**src/rtl/mcash_chn_arb_if.sv**
```systemverilog
// Signal bundle between the mcash channel arbiter (slave view) and its
// requesting channels plus the core pipeline (master view).
interface mcash_chn_arb_if #(
  parameter int CH_NUM = 3,
  parameter int OP_W   = 3,
  parameter int ADDR_W = 28,
  parameter int DATA_W = 128
);
  localparam int CH_W = (CH_NUM > 1) ? $clog2(CH_NUM) : 1;

  logic [CH_NUM-1:0]        ch_req_valid_i;
  logic [CH_NUM-1:0]        ch_req_allowIn_o;
  logic [CH_NUM*OP_W-1:0]   ch_req_op_i;
  logic [CH_NUM*ADDR_W-1:0] ch_req_addr_i;
  logic [CH_NUM*DATA_W-1:0] ch_req_data_i;

  logic [CH_NUM-1:0]        ch_rtn_valid_o;
  logic [CH_NUM-1:0]        ch_rtn_ready_i;
  logic [DATA_W-1:0]        ch_rtn_data_o;

  logic                     core_req_valid_o;
  logic                     core_req_allowIn_i;
  logic [OP_W-1:0]          core_req_op_o;
  logic [ADDR_W-1:0]        core_req_addr_o;
  logic [DATA_W-1:0]        core_req_data_o;
  logic [CH_W-1:0]          core_req_ch_o;

  logic                     core_rtn_valid_i;
  logic                     core_rtn_ready_o;
  logic [DATA_W-1:0]        core_rtn_data_i;

  modport slave (
    input  ch_req_valid_i, ch_req_op_i, ch_req_addr_i, ch_req_data_i,
    output ch_req_allowIn_o,
    input  ch_rtn_ready_i,
    output ch_rtn_valid_o, ch_rtn_data_o,
    input  core_req_allowIn_i,
    output core_req_valid_o, core_req_op_o, core_req_addr_o, core_req_data_o, core_req_ch_o,
    input  core_rtn_valid_i, core_rtn_data_i,
    output core_rtn_ready_o
  );

  modport master (
    output ch_req_valid_i, ch_req_op_i, ch_req_addr_i, ch_req_data_i,
    input  ch_req_allowIn_o,
    output ch_rtn_ready_i,
    input  ch_rtn_valid_o, ch_rtn_data_o,
    output core_req_allowIn_i,
    input  core_req_valid_o, core_req_op_o, core_req_addr_o, core_req_data_o, core_req_ch_o,
    output core_rtn_valid_i, core_rtn_data_i,
    input  core_rtn_ready_o
  );
endinterface

```
**src/rtl/mcash_chn_arb.sv**
```systemverilog
// N-channel request arbiter with outstanding-tag FIFO that routes in-order core returns back to
// their issuing channel. Define MCASH_ARB_FIXED_PRIO_EN for fixed lowest-index priority.
module mcash_chn_arb #(
  parameter int CH_NUM     = 3,
  parameter int OP_W       = 3,
  parameter int ADDR_W     = 28,
  parameter int DATA_W     = 128,
  parameter int OSTD_DEPTH = 4
) (
  input  logic          clk_i,
  input  logic          rst_i,
  mcash_chn_arb_if.slave bus
);

  localparam int CH_W  = (CH_NUM > 1) ? $clog2(CH_NUM) : 1;
  localparam int PTR_W = $clog2(OSTD_DEPTH);
  localparam int CNT_W = PTR_W + 1;

  logic              load;
  logic              accept;
  logic              push;
  logic              pop;
  logic              fifo_full;
  logic              fifo_empty;
  logic              grant_vld;
  logic [CH_W-1:0]   grant_ch;
  logic [CH_W-1:0]   head_ch;
  logic [CH_NUM-1:0] allow_in;
  logic [CH_NUM-1:0] rtn_valid;
  logic              rtn_ready;

  logic              req_valid_q, req_valid_d;
  logic [OP_W-1:0]   req_op_q,    req_op_d;
  logic [ADDR_W-1:0] req_addr_q,  req_addr_d;
  logic [DATA_W-1:0] req_data_q,  req_data_d;
  logic [CH_W-1:0]   req_ch_q,    req_ch_d;

  logic [CH_W-1:0]   tag_q [OSTD_DEPTH];
  logic [PTR_W-1:0]  wr_ptr_q, wr_ptr_d;
  logic [PTR_W-1:0]  rd_ptr_q, rd_ptr_d;
  logic [CNT_W-1:0]  cnt_q,    cnt_d;

  assign load       = ~req_valid_q | bus.core_req_allowIn_i;
  assign fifo_full  = (cnt_q == CNT_W'(OSTD_DEPTH));
  assign fifo_empty = (cnt_q == '0);
  // Reset is folded in so no channel sees allowIn while the block is held in reset.
  assign accept     = rst_i & load & ~fifo_full & grant_vld;
  assign push       = accept;

`ifdef MCASH_ARB_FIXED_PRIO_EN
  always_comb begin
    grant_vld = 1'b0;
    grant_ch  = '0;
    for (int i = CH_NUM - 1; i >= 0; i--) begin
      if (bus.ch_req_valid_i[i]) begin
        grant_vld = 1'b1;
        grant_ch  = CH_W'(i);
      end
    end
  end
`else
  logic [CH_W-1:0] rr_ptr_q, rr_ptr_d;
  int              rr_idx;

  // Scanning offsets downward leaves the closest valid channel at or after rr_ptr as the winner.
  always_comb begin
    grant_vld = 1'b0;
    grant_ch  = '0;
    rr_idx    = 0;
    for (int off = CH_NUM - 1; off >= 0; off--) begin
      rr_idx = int'(rr_ptr_q) + off;
      if (rr_idx >= CH_NUM) rr_idx = rr_idx - CH_NUM;
      if (bus.ch_req_valid_i[rr_idx]) begin
        grant_vld = 1'b1;
        grant_ch  = CH_W'(rr_idx);
      end
    end
  end

  always_comb begin
    rr_ptr_d = rr_ptr_q;
    if (accept) rr_ptr_d = (grant_ch == CH_W'(CH_NUM - 1)) ? '0 : grant_ch + CH_W'(1);
  end

  always_ff @(posedge clk_i or negedge rst_i) begin
    if (!rst_i) rr_ptr_q <= '0;
    else        rr_ptr_q <= rr_ptr_d;
  end
`endif

  always_comb begin
    allow_in = '0;
    if (accept) allow_in[grant_ch] = 1'b1;
  end

  always_comb begin
    req_valid_d = req_valid_q;
    req_op_d    = req_op_q;
    req_addr_d  = req_addr_q;
    req_data_d  = req_data_q;
    req_ch_d    = req_ch_q;
    if (accept) begin
      req_valid_d = 1'b1;
      req_op_d    = bus.ch_req_op_i[int'(grant_ch)*OP_W +: OP_W];
      req_addr_d  = bus.ch_req_addr_i[int'(grant_ch)*ADDR_W +: ADDR_W];
      req_data_d  = bus.ch_req_data_i[int'(grant_ch)*DATA_W +: DATA_W];
      req_ch_d    = grant_ch;
    end else if (load) begin
      req_valid_d = 1'b0;
    end
  end

  always_ff @(posedge clk_i or negedge rst_i) begin
    if (!rst_i) begin
      req_valid_q <= 1'b0;
      req_op_q    <= '0;
      req_addr_q  <= '0;
      req_data_q  <= '0;
      req_ch_q    <= '0;
    end else begin
      req_valid_q <= req_valid_d;
      req_op_q    <= req_op_d;
      req_addr_q  <= req_addr_d;
      req_data_q  <= req_data_d;
      req_ch_q    <= req_ch_d;
    end
  end

  // Returns arrive in issue order, so the FIFO head always names the owner of the current return.
  assign head_ch   = tag_q[rd_ptr_q];
  assign rtn_ready = ~fifo_empty & bus.ch_rtn_ready_i[head_ch];
  assign pop       = bus.core_rtn_valid_i & rtn_ready;

  always_comb begin
    rtn_valid = '0;
    if (bus.core_rtn_valid_i && !fifo_empty) rtn_valid[head_ch] = 1'b1;
  end

  always_comb begin
    wr_ptr_d = wr_ptr_q + PTR_W'(push);
    rd_ptr_d = rd_ptr_q + PTR_W'(pop);
    cnt_d    = cnt_q;
    case ({push, pop})
      2'b10:   cnt_d = cnt_q + CNT_W'(1);
      2'b01:   cnt_d = cnt_q - CNT_W'(1);
      default: cnt_d = cnt_q;
    endcase
  end

  always_ff @(posedge clk_i or negedge rst_i) begin
    if (!rst_i) begin
      wr_ptr_q <= '0;
      rd_ptr_q <= '0;
      cnt_q    <= '0;
      for (int i = 0; i < OSTD_DEPTH; i++) tag_q[i] <= '0;
    end else begin
      wr_ptr_q <= wr_ptr_d;
      rd_ptr_q <= rd_ptr_d;
      cnt_q    <= cnt_d;
      if (push) tag_q[wr_ptr_q] <= grant_ch;
    end
  end

  assign bus.ch_req_allowIn_o = allow_in;
  assign bus.core_req_valid_o = req_valid_q;
  assign bus.core_req_op_o    = req_op_q;
  assign bus.core_req_addr_o  = req_addr_q;
  assign bus.core_req_data_o  = req_data_q;
  assign bus.core_req_ch_o    = req_ch_q;
  assign bus.ch_rtn_valid_o   = rtn_valid;
  assign bus.ch_rtn_data_o    = bus.core_rtn_data_i;
  assign bus.core_rtn_ready_o = rtn_ready;

endmodule
```
**src/flat_wrapper.sv**
```systemverilog
// flat-port wrapper written by rule: the top's interface ports become plain ports
module mcash_chn_arb_flat 
#(
  parameter int CH_NUM     = 3,
  parameter int OP_W       = 3,
  parameter int ADDR_W     = 28,
  parameter int DATA_W     = 128,
  parameter int OSTD_DEPTH = 4
)
  (clk_i, rst_i, bus_ch_req_valid_i, bus_ch_req_op_i, bus_ch_req_addr_i, bus_ch_req_data_i, bus_ch_req_allowIn_o, bus_ch_rtn_ready_i, bus_ch_rtn_valid_o, bus_ch_rtn_data_o, bus_core_req_allowIn_i, bus_core_req_valid_o, bus_core_req_op_o, bus_core_req_addr_o, bus_core_req_data_o, bus_core_req_ch_o, bus_core_rtn_valid_i, bus_core_rtn_data_i, bus_core_rtn_ready_o);
  mcash_chn_arb_if #(.CH_NUM(CH_NUM), .OP_W(OP_W), .ADDR_W(ADDR_W), .DATA_W(DATA_W)) bus_i ();
  input  logic clk_i;
  input  logic rst_i;
  input wire logic [$bits(bus_i.ch_req_valid_i)-1:0] bus_ch_req_valid_i;
  input wire logic [$bits(bus_i.ch_req_op_i)-1:0] bus_ch_req_op_i;
  input wire logic [$bits(bus_i.ch_req_addr_i)-1:0] bus_ch_req_addr_i;
  input wire logic [$bits(bus_i.ch_req_data_i)-1:0] bus_ch_req_data_i;
  output wire logic [$bits(bus_i.ch_req_allowIn_o)-1:0] bus_ch_req_allowIn_o;
  input wire logic [$bits(bus_i.ch_rtn_ready_i)-1:0] bus_ch_rtn_ready_i;
  output wire logic [$bits(bus_i.ch_rtn_valid_o)-1:0] bus_ch_rtn_valid_o;
  output wire logic [$bits(bus_i.ch_rtn_data_o)-1:0] bus_ch_rtn_data_o;
  input wire logic [$bits(bus_i.core_req_allowIn_i)-1:0] bus_core_req_allowIn_i;
  output wire logic [$bits(bus_i.core_req_valid_o)-1:0] bus_core_req_valid_o;
  output wire logic [$bits(bus_i.core_req_op_o)-1:0] bus_core_req_op_o;
  output wire logic [$bits(bus_i.core_req_addr_o)-1:0] bus_core_req_addr_o;
  output wire logic [$bits(bus_i.core_req_data_o)-1:0] bus_core_req_data_o;
  output wire logic [$bits(bus_i.core_req_ch_o)-1:0] bus_core_req_ch_o;
  input wire logic [$bits(bus_i.core_rtn_valid_i)-1:0] bus_core_rtn_valid_i;
  input wire logic [$bits(bus_i.core_rtn_data_i)-1:0] bus_core_rtn_data_i;
  output wire logic [$bits(bus_i.core_rtn_ready_o)-1:0] bus_core_rtn_ready_o;
  assign bus_i.ch_req_valid_i = bus_ch_req_valid_i;
  assign bus_i.ch_req_op_i = bus_ch_req_op_i;
  assign bus_i.ch_req_addr_i = bus_ch_req_addr_i;
  assign bus_i.ch_req_data_i = bus_ch_req_data_i;
  assign bus_ch_req_allowIn_o = bus_i.ch_req_allowIn_o;
  assign bus_i.ch_rtn_ready_i = bus_ch_rtn_ready_i;
  assign bus_ch_rtn_valid_o = bus_i.ch_rtn_valid_o;
  assign bus_ch_rtn_data_o = bus_i.ch_rtn_data_o;
  assign bus_i.core_req_allowIn_i = bus_core_req_allowIn_i;
  assign bus_core_req_valid_o = bus_i.core_req_valid_o;
  assign bus_core_req_op_o = bus_i.core_req_op_o;
  assign bus_core_req_addr_o = bus_i.core_req_addr_o;
  assign bus_core_req_data_o = bus_i.core_req_data_o;
  assign bus_core_req_ch_o = bus_i.core_req_ch_o;
  assign bus_i.core_rtn_valid_i = bus_core_rtn_valid_i;
  assign bus_i.core_rtn_data_i = bus_core_rtn_data_i;
  assign bus_core_rtn_ready_o = bus_i.core_rtn_ready_o;
  mcash_chn_arb #(.CH_NUM(CH_NUM), .OP_W(OP_W), .ADDR_W(ADDR_W), .DATA_W(DATA_W), .OSTD_DEPTH(OSTD_DEPTH)) u_core (.clk_i(clk_i), .rst_i(rst_i), .bus(bus_i));
endmodule
```
**config.mk**
```make
export PLATFORM = sky130hd
export DESIGN_NAME = mcash_chn_arb_flat
export DESIGN_NICKNAME = d
export VERILOG_FILES = /design/src/rtl/mcash_chn_arb_if.sv /design/src/rtl/mcash_chn_arb.sv /design/src/flat_wrapper.sv
export SDC_FILE = /design/constraint.sdc
export NUM_CORES = 1
export LEC_CHECK = 0
export ABC_AREA = 1
export CAP_MARGIN = 20
export CORE_AREA = 2 2 353 355
export CTS_CLUSTER_SIZE = 28
export DETAILED_ROUTE_END_ITERATION = 7
export DIE_AREA = 0 0 355 357
export DONT_BUFFER_PORTS = 1
export SETUP_SLACK_MARGIN = 0.2
export SYNTH_ARGS = -nofsm -noshare
export SYNTH_HDL_FRONTEND = slang
export SYNTH_SLANG_ARGS = --single-unit
```
**constraint.sdc**
```tcl
create_clock -name clk_i -period 7.45 [get_ports clk_i]
set_input_delay 0.3725 -clock clk_i [delete_from_list [all_inputs] [get_ports clk_i]]
set_output_delay 0.3725 -clock clk_i [all_outputs]
set_load 0.005 [all_outputs]
```
* Yosys cells after proc, flatten, opt, wreduce, memory -nomap -nowiden
Index checks and enable logic that the tools add are counted.
** Word-level totals
- Memories kept :: 0
- Bits of input ports :: 615
- Latch bits :: 0
- Memory bits (writable) :: 0
- ROM bits :: 0
- Register bits after elaboration :: 179
** Cells by class
- Reductions and logical operators :: 8
- $mul :: 2
- Mux-type cells :: 36
- Divide/modulo/power cells :: 0
- Shift-type cells :: 3
- Bitwise gates (word level) :: 11
- $lt $le $gt $ge :: 13
- Equality and inequality tests :: 4
- Add/subtract/negate cells :: 10
** Operator list (number)
- variable part select 384 x 10 -> 128 bit :: 1
- less-than comparator 32 x 4 -> 1 bit (second input constant) :: 3
- 2-to-1 mux 32 bit :: 3
- variable part select 84 x 32 -> 28 bit :: 1
- greater-or-equal comparator 32 x 3 -> 1 bit (second input constant) :: 2
- subtractor 32 x 3 -> 32 bit (second input constant) :: 2
- variable part select 9 x 32 -> 3 bit :: 1
- 2-to-1 mux 1 bit :: 14
- 2-to-1 mux 2 bit :: 7
- binary-select mux 1 bit (select 2 bit) :: 4
- bitwise mux 8 bit :: 1
- greater-or-equal comparator 3 bit (second input constant) :: 2
- less-than comparator 2 x 3 -> 1 bit (second input constant) :: 2
- 2-to-1 mux 3 bit :: 2
- NOT 2 -> 3 bit :: 2
- case mux 3 bit (2 select lines) :: 1
- bitwise AND 1 bit :: 5
- multiplier 2 x 3 -> 5 bit (second input constant) :: 1
- adder 2 x 1 -> 2 bit :: 2
- binary-select mux 2 bit (select 2 bit) :: 1
- demux 1 bit (select 2 bit) :: 2
- demux 2 bit (select 2 bit) :: 1
- equality test 2 bit (second input constant) :: 2
- greater-or-equal comparator 2 x 1 -> 1 bit (second input constant) :: 2
- 17 further kinds :: 23

* Longest topological paths before layout
Gate-level depths: netlist of run 1.
- Depth after elaboration :: 14
- Mapped depth :: 16
- Gate-level depth less buffers :: 14

* Worst setup path after synthesis of run 1
Ideal clock, no wire load.
- Path kind :: reg2reg
- Start point :: register u_core.rr_ptr_q[0]
- End point :: register u_core.cnt_q[2]
- Period minus slack after synthesis :: 2.644 ns
- Slack :: 4.806 ns
- Stages on the path, launching flop included :: 17
- Library setup time :: 0.124 ns
- Arrival time :: 2.520 ns
- Cells stage by stage :: dfrtp_1 > inv_1 > ha_1 > inv_2 > nand3_1 > inv_1 > a21oi_1 > nand3_1 > nand2_1 > buf_4 > buf_2 > ha_1 > inv_1 > fa_1 > a21oi_1 > o21ai_0 > xnor2_1
** Between the ends
- Longest elaborated chain between the ends :: 12
- Elaborated cells on any way between the ends :: 28
- Those cells by class :: add/sub: 5; order compare: 3; eq/ne: 2; mux: 16; bitwise: 1; reduce/logical: 1
** Ends and longest elaborated chain
- from (decl) :: RTL line mcash_chn_arb.sv:62 : logic [CH_W-1:0] rr_ptr_q, rr_ptr_d;
- from (signal assigned) :: RTL line mcash_chn_arb.sv:87 : else rr_ptr_q <= rr_ptr_d;
- adder 2 x 2 -> 3 bit :: RTL line mcash_chn_arb.sv:71 : rr_idx = int'(rr_ptr_q) + off;
- subtractor 32 x 3 -> 32 bit or greater-or-equal comparator 32 x 3 -> 1 bit (tied branches) :: RTL line mcash_chn_arb.sv:72 : if (rr_idx >= CH_NUM) rr_idx = rr_idx - CH_NUM;
- 2-to-1 mux 32 bit :: RTL line mcash_chn_arb.sv:72
- binary-select mux 1 bit (select 2 bit) :: RTL line mcash_chn_arb.sv:73 : if (bus.ch_req_valid_i[rr_idx]) begin
- 2-to-1 mux 1 bit (not written as such) (2 in a row) :: RTL line mcash_chn_arb.sv:73
- 2-to-1 mux 1 bit (2 in a row) :: RTL line mcash_chn_arb.sv:73
- 2-to-1 mux 1 bit (*) :: RTL line mcash_chn_arb.sv:73
- bitwise AND 1 bit (*) :: RTL line mcash_chn_arb.sv:47 : assign accept = rst_i & load & ~fifo_full & grant_vld;
- equality test 2 x 1 -> 1 bit or equality test 2 bit (tied branches) :: RTL line mcash_chn_arb.sv:143 : case ({push, pop})
- case mux 3 bit (2 select lines) or nonzero test 2 bit (tied branches)
- to (signal assigned) :: RTL line mcash_chn_arb.sv:159 : cnt_q <= cnt_d;
- to (decl) :: RTL line mcash_chn_arb.sv:41 : logic [CNT_W-1:0] cnt_q, cnt_d;
Mark *: on every way between the ends. The rest lies on a longest branch, timed or not. The select of a mux whose other input is x is not followed.
A chain may end at the register's enable or synchronous reset.

* Worst setup path after layout of run 1
- Start point :: register u_core.rr_ptr_q[1]
- End point :: register u_core.req_data_q[80], in the netlist u_core.bus.core_req_data_o[80]
** Between the ends
- Longest elaborated chain between the ends :: 10
- Elaborated cells on any way between the ends :: 28
- Those cells by class :: add/sub: 5; order compare: 3; shift: 1; mux: 18; bitwise: 1
** Ends and longest elaborated chain
- adder 2 x 2 -> 3 bit :: RTL line mcash_chn_arb.sv:71
- subtractor 32 x 3 -> 32 bit or greater-or-equal comparator 32 x 3 -> 1 bit (tied branches) :: RTL line mcash_chn_arb.sv:72
- 2-to-1 mux 32 bit :: RTL line mcash_chn_arb.sv:72
- binary-select mux 1 bit (select 2 bit) :: RTL line mcash_chn_arb.sv:73
- 2-to-1 mux 1 bit (not written as such) (2 in a row) :: RTL line mcash_chn_arb.sv:73
- 2-to-1 mux 2 bit or 2-to-1 mux 1 bit (tied branches) (3 in a row) :: RTL line mcash_chn_arb.sv:73
- variable part select 384 x 10 -> 128 bit or bitwise AND 1 bit (tied branches) :: RTL line mcash_chn_arb.sv:106, mcash_chn_arb.sv:47
- to (signal assigned) :: RTL line mcash_chn_arb.sv:124 : req_data_q <= req_data_d;
- to (decl) :: RTL line mcash_chn_arb.sv:35 : logic [DATA_W-1:0] req_data_q, req_data_d;
Parallel ways exist; a longest one is shown, timed or not. The select of a mux whose other input is x is not followed.

==> impl_metrics.yaml, run 1 <==
status:
  outcome: "finished, final reports clean"
timing:
  fmax_mhz: 211.3
  worst_pin_slew_ps: 1204
  finalSetupTns_ps: 0
  hold_violations: 0
  slew_headroom: 0.1975
  rsz0062_at_grt: "false"
  finalSetupViolations: 0
  min_period_over_period: 0.6352
  slew_violations: 0
  finalCriticalPeriod_ps: 4732
  timing.final.ws_setup_ps: 2718
  fin_worst_skew_ps: 22.33
power_and_ir_drop:
  p_int_uw: 3112
  comb_power_share: 0.503
  p_clk_frac: 0.145
  swShare: 0.5531
  seqPwrFrac: 0.352
  ir_drop_uv: 399.3
  p_leak_uw: 0.006603
  p_sw_uw: 3851
  p_per_area_nw_per_um2: 466.5
  p_total_uw: 6963
setup_path:
  start_kind: "flip-flop"
  cp_max_fo: 63
  endpoint_kind: "flip-flop"
  required_ps: 7910
  cp-startpoint: "u_core.rr_ptr_q[1]"
  cp.arrival_ps: 5190
  regToRegStartpoint: "u_core.rr_ptr_q[1]"
  critical_path_class: "reg2reg"
route:
  route.detailed.drc: 0
  drt_first_iter_violations: 881
  wl_per_cell_um: 22.51
  dr_total_vias: 11584
  dr.pass1.iters: 7
  wirelength_um: 74570
  ant_nets: 0
  vias_per_cell: 3.497
grt:
  grtUsageTotal: 0.1136
  grt-ovfl-total: 0
  grt_pass1_wl_um: 95910
  antenna_found_initial: 26
  grt_max_degree: 180
  grt_pass1_vias: 10903
clock_network:
  ctsHtreeMaxLevel: 4
  cts_tree: "done"
  ctsRootBufferMaster: "clkbuf_16"
  path_clk_slew_ps: 90
  clk_latency_ps: 530
  clk_path_buf_depth: 2
  numCtsBuffers: 17
  cts_num_sinks: 179
final_layout:
  fin_nets: 2272
  drive_gt1_frac: 0.03490
  fillers: 14121
  ff_latch_area_sq_um: 4479
  syn2layout_area_growth_pct: 26.09
  multi_input_area_sq_um: 5151
  postLayoutCoreUtil: 0.1214
place:
  gp_congestion: 0.7915
  io_buffers: 0
  place_ws_ps: 2753
  dpl.hpwl_um: 60200
min_path:
  hp-class: "in2reg"
  min_from: "bus_ch_req_data_i[157]"
floorplanning:
  die_width_um: 355
  die_y_um: 357
  start_util: 0.09625
  rows: 129
  dieArea_sq_um: 126700
  core_region_area_sq_um: 123000
  io-pin-count: 912
yosys:
  ys_ff_latch: 179
  syn_nets: 2309
  yosysUniqueCellTypes: 26
  synth_top_cell_by_area: "dfrtp_1"
  ys_warn_count: 0
  syn_avg_cell_area_sq_um: 7.021
  ys_seq_area_frac: 0.3784
  synthArstFlopShare: 1.000
  synth_top_area_frac: 0.3784
  synth_area_sq_um: 11840
  synth.most_common_cell: "nand2_1"
  ys.flop_type: "dfrtp_1"
  synth_common_cells: "nand2_1, nand3_1, inv_1"
  synth_edf_count: 0
  synth.area.top_cells: "dfrtp_1, nand2_1, nand3_1"
  syn_inst: 1686
run:
  drv_cap: 0
==> layout by cell type, fill, tap and decap left out, drive strengths merged <==
master,n
a21oi,64
a31oi,1
buf,12
bufinv,1
clkbuf,18
clkinv,4
dfrtp,179
diode,14
dlygate4sd3,167
fa,1
ha,7
inv,223
nand2,455
nand3,329
nand3b,129
nor2,44
nor3,3
nor4,2
o21ai,18
o21bai,1
xnor2,2
xor2,2
==> metrics by stage <==
stage	instance area, sq um	hold WS (ps)	cells
after floorplan	11840	76.91	1686
after CTS	14870	0.1723	3298
after global placement	12570	83.09	3098
after global routing	14900	21.19	3304
after detailed placement	12570	84.10	3098
final	14930	71.55	3313
==> logic make-up (layout without fill, tap and decap cells) <==
logic type / count (synthesis) / in the layout / share of synthesized area
buffers and inverters: 449 / 425 / 0.1898
AND/OR/NAND/NOR: 962 / 962 / 0.3829
XOR/XNOR: 4 / 4 / 0.002960
AO/OA/AOI/OAI: 84 / 84 / 0.03678
other: 0 / 14 / 0
flip-flops: 179 / 179 / 0.3784
adder cells (fa/ha/maj): 8 / 8 / 0.009090
==> final timing paths <==
path	to	slack [ps]	cells past startpoint
max in group asynchronous	u_core.bus.core_req_addr_o[6]	5920	2
min in group asynchronous	u_core.cnt_q[1]	510	2
worst min register to register	u_core.tag_q[1]	490	2
worst max-delay path	u_core.bus.core_req_data_o[80]	2720	14
worst min-delay path	u_core.bus.core_req_data_o[29]	70	4
worst max register to register	u_core.bus.core_req_data_o[80]	2720	14
==> worst max-delay path, stage by stage (launching register included) <==
cell and delay, ps:
dfrtp_1 390, inv_1 80, ha_1 230, nand2_1 80
o21ai_1 70, nor2_2 230, nor2_1 130, nand3_1 140
nand2_4 360, nor2_4 650, buf_4 610, buf_4 650
nand3_1 150, nand3_1 110, dlygate4sd3_1 550
==> cell type report <==
type,instances,area share
Inverter,214,0.05382
Tap cell,1637,0.1372
Sequential cell,179,0.3001
Timing Repair Buffer,179,0.1210
Clock inverter,14,0.01090
Antenna cell,14,0.002347
Multi-Input combinational cell,1058,0.3451
Clock buffer,18,0.02942
==> registers in the layout (all words and copies together), names as in the netlist <==
name / count
u_core.bus.core_req_data_o: 128
u_core.bus.core_req_addr_o: 28
u_core.bus.core_req_valid_o: 1
u_core.wr_ptr_q: 2
u_core.bus.core_req_op_o: 3
u_core.tag_q: 8
u_core.bus.core_req_ch_o: 2
u_core.rr_ptr_q: 2
u_core.cnt_q: 3
u_core.rd_ptr_q: 2
==> power groups by stage <==
stage | registers, uW | logic, uW | clock network (uW)
floorplan | 1770 | 2450 | 0
CTS | 2590 | 3500 | 1080
global placement | 2600 | 3160 | 0
global route | 2570 | 3940 | 1110
detailed placement | 2610 | 3220 | 0
finish | 2450 | 3510 | 1010
==> routing by layer <==
metal / track usage / up-vias / share of wire
met1: 0.1369 / 5462 / 0.42
met2: 0.1845 / 829 / 0.46
met4: 0.04398 / 10 / 0.033
li1: - / 5153 / -
met3: 0.04005 / 130 / 0.088
met5: 0 / - / 0.00075
==> repair_timing <==
| item | in CTS | in global routing |
|---|---|---|
| hold endpoints to repair | 320 | 0 |
| setup buffers | 0 | 0 |
| endpoints found under the setup margin | 0 | 0 |
| hold buffers | 168 | 0 |
| resized for setup | 0 | 0 |
Note: power is estimated with default switching activity, not from simulation.
==> run 2, diff against run 1 <==
==> constraint.sdc (replaced) <==
create_clock -name clk_i -period 4.3 [get_ports clk_i]
set_input_delay 0.215 -clock clk_i [delete_from_list [all_inputs] [get_ports clk_i]]
set_output_delay 0.215 -clock clk_i [all_outputs]
set_load 0.005 [all_outputs]
==> run 2 against run 1 <==
Effect of this change: the run now ends with hold timing left; sequential share of layout area decreased by 2.8 points; maximum frequency grew 26%; utilization grew 1.3 points; critical path depth up 1; hold slack worse by 670 ps; worst setup slack got worse by 2200 ps; sequential cell count unchanged; global-route usage rose by 0.29 points; final area grew 10%; combinational power increased by 130%; critical path type unchanged; critical endpoint is now u_core.bus.core_req_data_o[111].
==> impl_metrics.yaml, run 2 (synthesis gave the netlist of run 1 again) <==
status:
  outcome: "finished, violations left"
  violations: "hold timing"
setup_path:
  crit_path_top_delay_cell: "dlygate4sd3_1"
  path_cells: "inv_1 > ha_1 > inv_2 > nand3_1 > inv_1 > a21oi_1 > nand2_1 > nand3_4 > nand2_4 > buf_4 > nand2_1 > nand3_1 > dlygate4sd3_1 > a21oi_1 > dlygate4sd3_1"
  required_ps: 4690
  start_kind: "flip-flop"
  critical_path_class: "reg2reg"
  cp_max_fo: 45
  cp.arrival_ps: 4140
  endpoint_kind: "flip-flop"
  max_stage_delay_ps: 560
clock_network:
  cts_num_sinks: 179
  path_clk_slew_ps: 80
  clk_latency_ps: 530
  post_cts_buffers: 0
  ctsRootBufferMaster: "clkbuf_16"
  numCtsBuffers: 17
  cts_tree: "done"
  hold_buffers: 315
  cts_resized: 0
  ctsHtreeMaxLevel: 4
  clk_path_buf_depth: 2
timing:
  fmax_mhz: 266.8
  finalCriticalPeriod_ps: 3749
  slew_headroom: 0.3306
  rsz0062_at_grt: "false"
  slew_violations: 0
  fin_worst_skew_ps: 21.53
  finalSetupViolations: 0
  min_period_over_period: 0.8718
  finalSetupTns_ps: 0
  holdWs_ps: -599.0
  timing.final.ws_setup_ps: 551.4
  hold_violations: 179
  worst_pin_slew_ps: 1004
grt:
  antenna_found_initial: 24
  grt_pass1_wl_um: 99530
  grt-ovfl-total: 0
  grtUsageTotal: 0.1164
  grt_pass1_vias: 12100
  grt_max_degree: 181
power_and_ir_drop:
  p_leak_uw: 0.007307
  p_per_area_nw_per_um2: 840.7
  ir_drop_uv: 873.4
final_layout:
  final_cell_mix: "nand2_1, nand3_1, dlygate4sd3_1"
  postLayoutCoreUtil: 0.1341
  largest_reg_flops: 128
  drive_gt1_frac: 0.03630
  final_common_cell: "nand2_1"
  fin_nets: 2428
  syn2layout_area_growth_pct: 39.29
floorplanning:
  start_util: 0.09625
  dieArea_sq_um: 126700
  rows: 129
  die_y_um: 357
  io-pin-count: 912
  core_region_area_sq_um: 123000
  die_width_um: 355
place:
  io_buffers: 0
  place_ws_ps: 1373
  gp_congestion: 0.7774
  dpl.hpwl_um: 60350
route:
  drt_first_iter_violations: 928
  ant_nets: 0
  dr.pass1.iters: 8
  wirelength_um: 76390
  wl_per_cell_um: 22.03
  dr_total_vias: 12378
  vias_per_cell: 3.569
  route.detailed.drc: 0
min_path:
  hp-class: "in2async"
run:
  drv_cap: 0
-- run 2: cell types whose count changed in the layout (fill, tap and decap cells not counted), moves of 3 or more --
cell,change
buf_4,+5
dlygate4sd3_1,+148
inv_8,-3
clkinv_8,+3
buf_12,+3
-- run 2: layout make-up --
type	instances	area (sq um)
multi-input cells	1058	5151
inverters	214	803.3
clock inverters	15	185.2
diodes	13	32.53
clock buffers	17	425.4
repair buffers	335	3363
fillers	14073	106500
well taps	1637	2048
flip-flops and latches	179	4479
-- run 2: final timing paths --
kind	startpoint	slack [ps]	to	cells after the start
worst max register to register	u_core.rr_ptr_q[0]	550	u_core.bus.core_req_data_o[111]	15
min in group clk_i	bus_ch_req_data_i[253]	110	u_core.bus.core_req_data_o[125]	4
worst min-delay path	rst_i	-600	u_core.rd_ptr_q[1]	0
worst min register to register	u_core.tag_q[5]	510	u_core.tag_q[5]	2
max in group asynchronous	rst_i	4480	u_core.bus.core_req_data_o[22]	0
worst max-delay path	u_core.rr_ptr_q[0]	550	u_core.bus.core_req_data_o[111]	15
-- run 2: per-layer routing --
metal	global-route usage	part of all wire
met1	0.1305	0.39
met5	0	0.00058
met2	0.1887	0.46
met3	0.04704	0.099
met4	0.06288	0.051
-- run 2: report_power, final --
part / switching, uW / internal (uW)
Clock: 906 / 834
Sequential: 1660 / 2540
Combinational: 4470 / 3450
-- run 2: worst max-delay path, delay by kind of cell, from the launching register on --
kind	cells	cell delay, ps
AOI/OAI and AO/OA	2	120
adders and majority gates	1	340
buffers and inverters	6	1740
DFF	1	390
and+or+nand+nor	6	1020
-- run 2: through the flow --
step | total power [uW] | instances | area (sq um) | hold WS [ps]
floorplan | 7304 | 1686 | 11840 | -80.59
global placement | 10150 | 3107 | 12690 | -69.51
detailed placement | 10300 | 3108 | 12690 | -72.07
CTS | 14130 | 3455 | 16460 | -705.9
global route | 15060 | 3462 | 16470 | -674.6
finish | 13860 | 3468 | 16490 | -599.0
